--- src/rtl/muldiv_sequencer_if.sv ---
// Handshake and HI/LO bundle between the EX stage / hazard unit and the mul/div sequencer.
interface muldiv_sequencer_if #(parameter int WIDTH = 32);
  logic             start;
  logic [1:0]       op;
  logic [WIDTH-1:0] in_a;
  logic [WIDTH-1:0] in_b;
  logic             mthi;
  logic             mtlo;
  logic [WIDTH-1:0] mt_data;
  logic             hilo_rd;
  logic             busy;
  logic             stall;
  logic             done;
  logic [WIDTH-1:0] hi;
  logic [WIDTH-1:0] lo;

  modport master (
    output start, op, in_a, in_b, mthi, mtlo, mt_data, hilo_rd,
    input  busy, stall, done, hi, lo
  );

  modport slave (
    input  start, op, in_a, in_b, mthi, mtlo, mt_data, hilo_rd,
    output busy, stall, done, hi, lo
  );
endinterface

--- src/rtl/muldiv_sequencer.sv ---
// Iterative shift-add multiplier and restoring divider owning the MIPS HI/LO pair.
// Operands are reduced to magnitudes on accept; signs are restored in FIXUP.
module muldiv_sequencer #(
  parameter int WIDTH = 32
) (
  input  logic              CLK,
  input  logic              RSTn,
  muldiv_sequencer_if.slave bus
);

  localparam int CW = $clog2(WIDTH);

  typedef enum logic [1:0] {IDLE, CALC, FIXUP} state_t;

  state_t             state;
  state_t             state_next;
  logic               op_div;
  logic               neg_res;
  logic               neg_rem;
  logic [WIDTH-1:0]   divisor;
  logic [2*WIDTH-1:0] acc;
  logic [CW-1:0]      count;
  logic [WIDTH-1:0]   hi_r;
  logic [WIDTH-1:0]   lo_r;
  logic               done_r;

  logic               a_neg;
  logic               b_neg;
  logic [WIDTH-1:0]   mag_a;
  logic [WIDTH-1:0]   mag_b;
  logic [WIDTH:0]     add_sum;
  logic [WIDTH:0]     rem_shift;
  logic [WIDTH-1:0]   rem_diff;
  logic               rem_ge;
  logic [2*WIDTH-1:0] acc_step;
  logic [2*WIDTH-1:0] prod_fix;
  logic [WIDTH-1:0]   quo_fix;
  logic [WIDTH-1:0]   rem_fix;

  always_ff @(posedge CLK or negedge RSTn) begin
    if (!RSTn) state <= IDLE;
    else       state <= state_next;
  end

  always_comb begin
    state_next = state;
    case (state)
      IDLE:    if (bus.start) state_next = CALC;
      CALC:    if (count == '0) state_next = FIXUP;
      FIXUP:   state_next = IDLE;
      default: state_next = IDLE;
    endcase
  end

  // Multiply keeps {partial, multiplier} in acc; divide keeps {remainder, dividend/quotient}.
  always_comb begin
    a_neg     = ~bus.op[0] & bus.in_a[WIDTH-1];
    b_neg     = ~bus.op[0] & bus.in_b[WIDTH-1];
    mag_a     = a_neg ? -bus.in_a : bus.in_a;
    mag_b     = b_neg ? -bus.in_b : bus.in_b;
    add_sum   = {1'b0, acc[2*WIDTH-1:WIDTH]} + (acc[0] ? {1'b0, divisor} : '0);
    rem_shift = acc[2*WIDTH-1:WIDTH-1];
    rem_ge    = rem_shift >= {1'b0, divisor};
    rem_diff  = rem_shift[WIDTH-1:0] - divisor;
    if (!op_div) acc_step = {add_sum, acc[WIDTH-1:1]};
    else         acc_step = {(rem_ge ? rem_diff : rem_shift[WIDTH-1:0]), acc[WIDTH-2:0], rem_ge};
    prod_fix  = neg_res ? -acc : acc;
    quo_fix   = neg_res ? -acc[WIDTH-1:0] : acc[WIDTH-1:0];
    rem_fix   = neg_rem ? -acc[2*WIDTH-1:WIDTH] : acc[2*WIDTH-1:WIDTH];
  end

  // A zero divisor must leave the all-ones quotient un-negated, so it never sets neg_res.
  always_ff @(posedge CLK or negedge RSTn) begin
    if (!RSTn) begin
      op_div  <= 1'b0;
      neg_res <= 1'b0;
      neg_rem <= 1'b0;
      divisor <= '0;
      acc     <= '0;
      count   <= '0;
      hi_r    <= '0;
      lo_r    <= '0;
      done_r  <= 1'b0;
    end else begin
      done_r <= 1'b0;
      case (state)
        IDLE: begin
          if (bus.mthi) hi_r <= bus.mt_data;
          if (bus.mtlo) lo_r <= bus.mt_data;
          if (bus.start) begin
            op_div  <= bus.op[1];
            neg_res <= (a_neg ^ b_neg) & ~(bus.op[1] & (bus.in_b == '0));
            neg_rem <= a_neg;
            divisor <= mag_b;
            acc     <= {{WIDTH{1'b0}}, mag_a};
            count   <= CW'(WIDTH - 1);
          end
        end
        CALC: begin
          acc <= acc_step;
          if (count != '0) count <= count - CW'(1);
        end
        FIXUP: begin
          if (op_div) begin
            lo_r <= quo_fix;
            hi_r <= rem_fix;
          end else begin
            hi_r <= prod_fix[2*WIDTH-1:WIDTH];
            lo_r <= prod_fix[WIDTH-1:0];
          end
          done_r <= 1'b1;
        end
        default: ;
      endcase
    end
  end

  assign bus.busy  = (state != IDLE);
  assign bus.stall = bus.busy & (bus.start | bus.hilo_rd | bus.mthi | bus.mtlo);
  assign bus.done  = done_r;
  assign bus.hi    = hi_r;
  assign bus.lo    = lo_r;

endmodule

--- src/flat_wrapper.sv ---
// flat-port wrapper written by rule: the top's interface ports become plain ports
module muldiv_sequencer_flat 
#(
  parameter int WIDTH = 32
)
  (CLK, RSTn, bus_start, bus_op, bus_in_a, bus_in_b, bus_mthi, bus_mtlo, bus_mt_data, bus_hilo_rd, bus_busy, bus_stall, bus_done, bus_hi, bus_lo);
  muldiv_sequencer_if #(.WIDTH(WIDTH)) bus_i ();
  input  logic CLK;
  input  logic RSTn;
  input wire logic [$bits(bus_i.start)-1:0] bus_start;
  input wire logic [$bits(bus_i.op)-1:0] bus_op;
  input wire logic [$bits(bus_i.in_a)-1:0] bus_in_a;
  input wire logic [$bits(bus_i.in_b)-1:0] bus_in_b;
  input wire logic [$bits(bus_i.mthi)-1:0] bus_mthi;
  input wire logic [$bits(bus_i.mtlo)-1:0] bus_mtlo;
  input wire logic [$bits(bus_i.mt_data)-1:0] bus_mt_data;
  input wire logic [$bits(bus_i.hilo_rd)-1:0] bus_hilo_rd;
  output wire logic [$bits(bus_i.busy)-1:0] bus_busy;
  output wire logic [$bits(bus_i.stall)-1:0] bus_stall;
  output wire logic [$bits(bus_i.done)-1:0] bus_done;
  output wire logic [$bits(bus_i.hi)-1:0] bus_hi;
  output wire logic [$bits(bus_i.lo)-1:0] bus_lo;
  assign bus_i.start = bus_start;
  assign bus_i.op = bus_op;
  assign bus_i.in_a = bus_in_a;
  assign bus_i.in_b = bus_in_b;
  assign bus_i.mthi = bus_mthi;
  assign bus_i.mtlo = bus_mtlo;
  assign bus_i.mt_data = bus_mt_data;
  assign bus_i.hilo_rd = bus_hilo_rd;
  assign bus_busy = bus_i.busy;
  assign bus_stall = bus_i.stall;
  assign bus_done = bus_i.done;
  assign bus_hi = bus_i.hi;
  assign bus_lo = bus_i.lo;
  muldiv_sequencer #(.WIDTH(WIDTH)) u_core (.CLK(CLK), .RSTn(RSTn), .bus(bus_i));
endmodule
--- config.mk ---
export PLATFORM = sky130hd
export DESIGN_NAME = muldiv_sequencer_flat
export DESIGN_NICKNAME = d
export VERILOG_FILES = /design/src/rtl/muldiv_sequencer_if.sv /design/src/rtl/muldiv_sequencer.sv /design/src/flat_wrapper.sv
export SDC_FILE = /design/constraint.sdc
export NUM_CORES = 1
export LEC_CHECK = 0
export ABC_CLOCK_PERIOD_IN_PS = 3890
export CAP_MARGIN = 15
export CORE_MARGIN = 3
export CORE_UTILIZATION = 40
export CTS_BUF_LIST = sky130_fd_sc_hd__clkbuf_2 sky130_fd_sc_hd__clkbuf_4 sky130_fd_sc_hd__clkbuf_8
export DETAILED_ROUTE_END_ITERATION = 7
export PLACE_DENSITY_LB_ADDON = 0.08
export SKIP_CTS_REPAIR_TIMING = 1
export SLEW_MARGIN = 20
export SYNTH_ARGS = -nofsm -noshare
export SYNTH_HDL_FRONTEND = slang
export SYNTH_SLANG_ARGS = --single-unit
--- constraint.sdc ---
create_clock -name CLK -period 3.89 [get_ports CLK]
set_input_delay 0.389 -clock CLK [delete_from_list [all_inputs] [get_ports CLK]]
set_output_delay 0.389 -clock CLK [all_outputs]
set_load 0.01 [all_outputs]
Word-level counts from Yosys, hierarchy flattened. Cells that the tools add are included.

Mux-type cells: 23. Bitwise logic cells: 11. Eq/ne operators: 7. $lt $le $gt $ge: 1. $add $sub $neg: 8. Reductions and logical operators: 13.

Operator list (count): 2-to-1 mux 32 bit (10); 2-to-1 mux 64 bit (3); negator 32 bit (4); case mux 32 bit (2 select lines) (2); case mux 64 bit (2 select lines) (1); negator 64 bit (1); adder 32 x 33 -> 33 bit (1); >= comparator 33 x 32 -> 1 bit (1); zero test 32 bit (1); subtractor 32 bit (1); 2-to-1 mux 5 bit (2); case mux 5 bit (2 select lines) (1); AND reduction 2 bit (5); != test 2 bit (second input constant) (3); nonzero test 2 bit (3); AND 1 bit (5); zero test 5 bit (1); nonzero test 5 bit (1); subtractor 5 x 1 -> 5 bit (second input constant) (1); 2-to-1 mux 2 bit (2); != test 2 x 1 -> 1 bit (second input constant) (2); case mux 2 bit (2 select lines) (1); OR 1 bit (3); AND reduction 3 bit (1); other kinds (6) (7).

Input port bits: 104. Output and inout bits: 67. Flip-flop bits (word level): 171. Word-level logic and storage cells: 73.

Depth between registers and ports, before layout. Gate-level depths: netlist (run 1).

Word-level depth: 5. Gate-level depth with buffers: 15. Gate-level depth less buffers: 13.

Worst setup path before layout (run 1). OpenSTA, ideal clock, no wires.

Path type: register -> register. Start point: reg u_core.acc[0]. End point: reg u_core.acc[61]. Setup slack: 0.587 ns. Setup time: 0.136 ns. Clock period less this slack: 3.303 ns. Buffers on the path: 3. Data arrival time: 3.167 ns. Required time: 3.754 ns. Cell stages (with the launch flop): 16. Cells stage by stage: dfrtp_1 -> clkbuf_1 -> inv_1 -> clkbuf_1 -> nor2_1 -> ha_1 -> clkbuf_1 -> a21oi_1 -> nand2_1 -> a221oi_1 -> a21oi_1 -> or3b_2 -> a221oi_1 -> o22ai_1 -> a22oi_1 -> o211ai_1.

Word-level cells in the longest chain between the ends: 4.

RTL lines: start: declaration (line muldiv_sequencer.sv:21) `logic [2*WIDTH-1:0] acc;`; start signal: assignment (line muldiv_sequencer.sv:95) `acc <= {{WIDTH{1'b0}}, mag_a};`; start signal: assignment (line muldiv_sequencer.sv:100) `acc <= acc_step;`; 2-to-1 mux 32 bit (line muldiv_sequencer.sv:61) `add_sum = {1'b0, acc[2*WIDTH-1:WIDTH]} + (acc[0] ? {1'b0, divisor} : '0);`; adder 32 x 33 -> 33 bit (line muldiv_sequencer.sv:61); 2-to-1 mux 64 bit (line muldiv_sequencer.sv:65) `if (!op_div) acc_step = {add_sum, acc[WIDTH-1:1]};`; case mux 64 bit (2 select lines) (line muldiv_sequencer.sv:86) `case (state)`.

No other way between the ends. A chain may end at the register's enable or synchronous reset.

Worst setup path after layout (run 1). Same ends and word-level chain as after synthesis.

==> results.json, run 1 <==
{
  "cts_tree": "yes",
  "power_density_mw_per_mm2": 999,
  "synthMuxAreaShare_pct": 3.47,
  "ant_nets": 0,
  "hpwl_um": 38900,
  "nFillCells": 3500,
  "grt_pass1_wl_um": 78300,
  "globalplace.congestion": 0.930,
  "htree_levels": 4,
  "cts-root-buf": "clkbuf_8",
  "outcome": "completed",
  "synth_top_area_cell": "dfrtp_1",
  "ys.flop_type": "dfrtp_1",
  "synth_fp_nets": 1971,
  "synth_cells": 1795,
  "fin_crit_sh_pct": 91.0,
  "crit_fanout": 15,
  "via_count": 13916,
  "ys_top_cells_by_count": "nand2_1 (190), nor2_1 (185), dfrtp_1 (171)",
  "hold-path-endpoint": "u_core.bus.lo[26]",
  "drc": 0,
  "ys_async_sr_fraction_pct": 100,
  "wire_per_inst_um": 20.8,
  "cap_violations": 0,
  "dr.pass1.iters": 6,
  "clk_path_buf_depth": 2,
  "die_x_um": 194,
  "grt-ovfl-total": 0,
  "final_nets": 2113,
  "grt_max_degree": 87,
  "ys_warn_count": 0,
  "clkLatencyLatePin_ps": 510,
  "slew-limit-headroom_pct": 43.0,
  "totalWireLength_um": 50000,
  "clock-skew-final_ps": 24.6,
  "synth_top_family_by_area": "compound AO/OA/AOI/OAI gates",
  "dieArea_mm2": 0.0378,
  "synthToLayoutAreaGrowth_pct": 19.4,
  "cts_sinks": 171,
  "die_h_um": 194,
  "tns_ps": 0,
  "fmax_mhz": 282,
  "setup_violations": 0,
  "multi_input_area_mm2": 0.00926,
  "crit_arrival_ps": 3910,
  "synth-edff-count": 0,
  "slew_viol_final": 0,
  "synth_compound_area_share_pct": 25.6,
  "yosysMostFrequentCell": "nand2_1",
  "cellLeakagePower_uw": 0.00707,
  "yosysSeqAreaShare_pct": 30.2,
  "antenna_found_initial": 1,
  "worstMarginPinSlew_ps": 855,
  "min_path_cells": 1,
  "seqCellArea_mm2": 0.00428,
  "crit_required_ps": 4250,
  "ys_types": 80,
  "portBuffers": 170,
  "layout-drive-gt1-share_pct": 6.82,
  "hold_viol_final": 0,
  "reg2reg_slack_ps": 350,
  "synth_top_area_share_pct": 30.2,
  "synthTopCellsByArea": "dfrtp_1 (30%), ha_1 (6.2%), xnor2_1 (6.2%)",
  "cts.reportedPaths.clkPinSlew_ps": 120,
  "r2r-start": "u_core.acc[0]",
  "rows": 68,
  "rsz0062_at_grt": "no",
  "synth_xor_area_share_pct": 10.5,
  "ios": 171,
  "hold_start": "u_core.bus.lo[26]",
  "layout_min_cycle_time_ps": 3540,
  "hold_class": "register to register",
  "vias_per_cell": 5.78,
  "avgSynthCellArea_um2": 7.91,
  "ys_seq_elements": 171,
  "grt_pass1_vias": 13156,
  "numCtsBuffers": 17,
  "syn_area_mm2": 0.0142,
  "vdd_ir_drop_max_v": 0.000399,
  "yosys.area_share.adder_pct": 6.45,
  "power_uw": 16900,
  "cp-start-kind": "register",
  "start_util_pct": 40.9,
  "drt-initial-drc-count": 1367,
  "core_mm2": 0.0347,
  "synthSimpleGateAreaFrac_pct": 19.1,
  "grt_usage_pct": 26.1,
  "timing.rr.end": "u_core.acc[61]",
  "worstRegToRegCells": 13,
  "cp-end-kind": "register",
  "crit_type": "register to register"
}
[state kept, by name, summed over array words and instances (netlist names)]
name / count
u_core.bus.lo: 32
u_core.bus.hi: 32
u_core.count: 5
u_core.divisor: 32
u_core.state: 2
u_core.acc: 64
u_core.op_div: 1
u_core.bus.done: 1
u_core.neg_rem: 1
u_core.neg_res: 1
[how the worst max path moves through the flow]
stage / start / endpoint / slack (ps)
floorplan: u_core.acc[0] / u_core.acc[61] / 590
global placement: u_core.acc[41] / u_core.acc[56] / 420
detailed placement: u_core.acc[41] / u_core.acc[56] / 390
CTS: u_core.acc[41] / u_core.acc[56] / 390
global route: u_core.acc[0] / u_core.acc[61] / 110
finish: u_core.acc[0] / u_core.acc[61] / 350
[power breakdown]
part	switching [µW]	internal, µW	leakage, µW
Combinational	6870	4950	0.00483
Clock	781	594	0.000202
Sequential	1060	2670	0.00204
[placed cells by master (no fill, tap or decap), types with 14 or more instances in the layout]
cell type / count
nand2_1: 189
nor2_1: 184
dfrtp_1: 170
clkdlybuf4s50_1: 169
a21oi_1: 167
o21ai_0: 150
xnor2_1: 100
xor2_1: 70
ha_1: 70
inv_1: 61
buf_4: 61
mux2i_1: 47
a211oi_1: 38
a21o_1: 36
nor3_1: 33
a31oi_1: 26
o31ai_1: 26
nand3_1: 24
a22oi_1: 24
or3_1: 20
nor4_1: 19
and3_1: 18
nand2b_1: 17
clkbuf_8: 17
o211ai_1: 15
o21ai_1: 14
[cell type report]
class | instances | share of cell area (%)
multi-input combinational | 1452 | 54.7
sequential | 171 | 25.3
timing repair buffer | 233 | 12.9
tap | 455 | 3.36
clock buffer | 18 | 1.43
inverter | 62 | 1.37
clock inverter | 14 | 0.945
antenna | 1 | 0.0148
[cells by family after synthesis]
kind of cell	count (synthesis)
adders and majority gates	72
and+or+nand+nor	581
muxes	49
buffers and inverters	172
DFF	171
AOI/OAI and AO/OA	580
xor gates and xnor gates	170
[stage by stage]
stage	setup WS (ps)	cells	util (%)	hold slack (ps)	cell area, µm²
finish	348	2406	48.8	482	16900
global route	111	2406	48.8	494	16900
CTS	387	2404	48.8	-36.5	16900
detailed placement	387	2372	47.6	466	16500
global placement	418	2372	47.6	459	16500
floorplan	587	1795	-	93.4	14200
[per-layer routing]
layer,GRT usage (%),vias up,part of all wire (%)
met5,0,-,0
met2,38.0,536,43
met1,40.2,6583,49
li1,-,6740,-
met3,4.25,57,6.4
met4,6.62,0,2.0
[critical path, cell delays in order, from the launching register on]
cell and delay [ps]:
dfrtp_1 390, inv_1 210, buf_4 280, nor2_1 80, ha_1 390, a21oi_1 250, nand2_1 80, a221oi_1 360
a21oi_1 110, or3b_2 550, a221oi_1 270, o22ai_1 120, a22oi_1 170, o211ai_1 120
Power figures use the tool's default switching activity.
==> run 2, diff against run 1 <==
==> constraint.sdc (replaced) <==
create_clock -name CLK -period 3.89 [get_ports CLK]
set_input_delay 0.5835 -clock CLK [delete_from_list [all_inputs] [get_ports CLK]]
set_output_delay 0.5835 -clock CLK [all_outputs]
set_load 0.01 [all_outputs]
==> run 2 against run 1 <==
Sequential power decreased by 3%. Sequential share of layout area fell by 0.14 points. Clock skew fell by 6.8 ps. Critical path type unchanged. Largest cell class unchanged. Highest routed layer unchanged.
==> results.json, run 2 (synthesis results as in run 1) <==
{
  "outcome": "completed",
  "hold_class": "primary input to async pin",
  "fin_crit_sh_pct": 88.7,
  "power_density_mw_per_mm2": 1010,
  "cts_tree": "yes",
  "globalplace.congestion": 0.950,
  "rows": 68,
  "cpPeakStageDelay_ps": 500,
  "hold_viol_final": 0,
  "vdd_ir_drop_max_v": 0.000536,
  "synthToLayoutAreaGrowth_pct": 20.1,
  "clock-skew-final_ps": 17.8,
  "wire_per_inst_um": 20.9,
  "seqPwrFrac_pct": 21.1,
  "fmax_mhz": 290,
  "core_mm2": 0.0347,
  "cp-start-kind": "register",
  "nFillCells": 3505,
  "grt-ovfl-total": 0,
  "critical-path-top-delay-family": "compound AO/OA/AOI/OAI gates",
  "die_x_um": 194,
  "crit_required_ps": 4300,
  "cts_sinks": 171,
  "hpwl_um": 39100,
  "via_count": 13858,
  "grt_pass1_wl_um": 78300,
  "cellLeakagePower_uw": 0.00712,
  "layout-drive-gt1-share_pct": 7.16,
  "placed_area_mm2": 0.0166,
  "pwr-share-comb_pct": 70.8,
  "dieArea_mm2": 0.0378,
  "crit_arrival_ps": 3860,
  "rsz0062_at_grt": "no",
  "grt_pass1_vias": 13015,
  "cts-root-buf": "clkbuf_8",
  "vias_per_cell": 5.75,
  "stdcell_area_mm2": 0.0170,
  "slew-limit-headroom_pct": 31.0,
  "layout_min_cycle_time_ps": 3450,
  "worst-path-buf-inv": 3,
  "dr.pass1.iters": 5,
  "ios": 171,
  "power.switching_uw": 8850,
  "slew_viol_final": 0,
  "antenna_found_initial": 0,
  "clk_path_buf_depth": 2,
  "numCtsBuffers": 17,
  "grt_max_degree": 107,
  "start_util_pct": 40.9,
  "crit_fanout": 5,
  "layout_commonest_cell": "nand2_1",
  "antennaDiodeCount": 0,
  "path_cells": "inv_1 > ha_1 > inv_1 > fa_1 > a21o_1 > a221oi_1 > buf_4 > o31a_1 > o21ai_0 > a211oi_1 > o31a_1 > o21ai_0 > xnor2_1 > a41oi_1",
  "htree_levels": 4,
  "layout_common_cells": "nand2_1 (189), nor2_1 (184), dfrtp_1 (170)",
  "crit_type": "register to register",
  "multi_input_area_mm2": 0.00926,
  "grt_usage_pct": 26.1,
  "cap_violations": 0,
  "final_nets": 2119,
  "power_uw": 17100,
  "regMostFlops": "u_core.acc",
  "drt-initial-drc-count": 1179,
  "cp-end-kind": "register",
  "drc": 0,
  "tns_ps": 0,
  "ant_nets": 0,
  "fin_util_pct": 49.1,
  "clkLatencyLatePin_ps": 500,
  "setup_violations": 0,
  "worstMarginPinSlew_ps": 1040,
  "portBuffers": 170,
  "critPathSlowestCell": "a211oi_1",
  "largest_reg_flops": 64,
  "die_h_um": 194,
  "clkPwrFrac_pct": 8.0,
  "cts.reportedPaths.clkPinSlew_ps": 110,
  "p_int_uw": 8270,
  "totalWireLength_um": 50400,
  "swShare_pct": 51.7,
  "seqCellArea_mm2": 0.00428
}
==> run 2: changes by cell type in the layout (fill, tap and decap cells not counted), sizes merged <==
cell,previous run,this run
buf,63,70
clkinv,4,6
bufinv,2,1
clkbuf,18,17
diode,1,0
dlygate4sd3,1,0
==> run 2: power groups by stage <==
stage               clock network, µW  logic (µW)  registers, µW
floorplan                           0        7810           3510
global placement                    0       11900           3620
detailed placement                  0       11900           3630
CTS                              1410       12000           3600
global route                     1480       13200           3730
finish                           1380       12100           3620
==> run 2: cell type report <==
type | instances | area share, %
multi-input combinational | 1452 | 54.4
sequential | 171 | 25.1
timing repair buffer | 239 | 13.3
tap | 455 | 3.34
clock buffer | 17 | 1.37
inverter | 62 | 1.37
clock inverter | 15 | 1.09
==> run 2: per-stage QoR <==
stage	hold WS (ps)	instances	setup slack [ps]
floorplan	288	1795	587
global placement	459	2379	519
detailed placement	465	2379	462
CTS	174	2411	442
global route	170	2411	176
finish	127	2411	438
==> run 2: worst paths after layout <==
path | start | end | slack (ps) | depth (start not counted)
max | u_core.acc[31] | u_core.acc[62] | 440 | 14
min | RSTn | u_core.bus.hi[9] | 130 | 1
max reg2reg | u_core.acc[31] | u_core.acc[62] | 440 | 14
min reg2reg | u_core.bus.lo[16] | u_core.bus.lo[16] | 490 | 1
max in group asynchronous | RSTn | u_core.divisor[10] | 2930 | 2
min in group CLK | u_core.bus.lo[16] | u_core.bus.lo[16] | 490 | 1
==> run 2: routing by layer <==
layer  global-route usage, %  share of wire [%]
met5                       0                  0
met4                    5.45                1.6
met2                    38.5                 43
met1                    41.1                 50
met3                    3.03                5.3
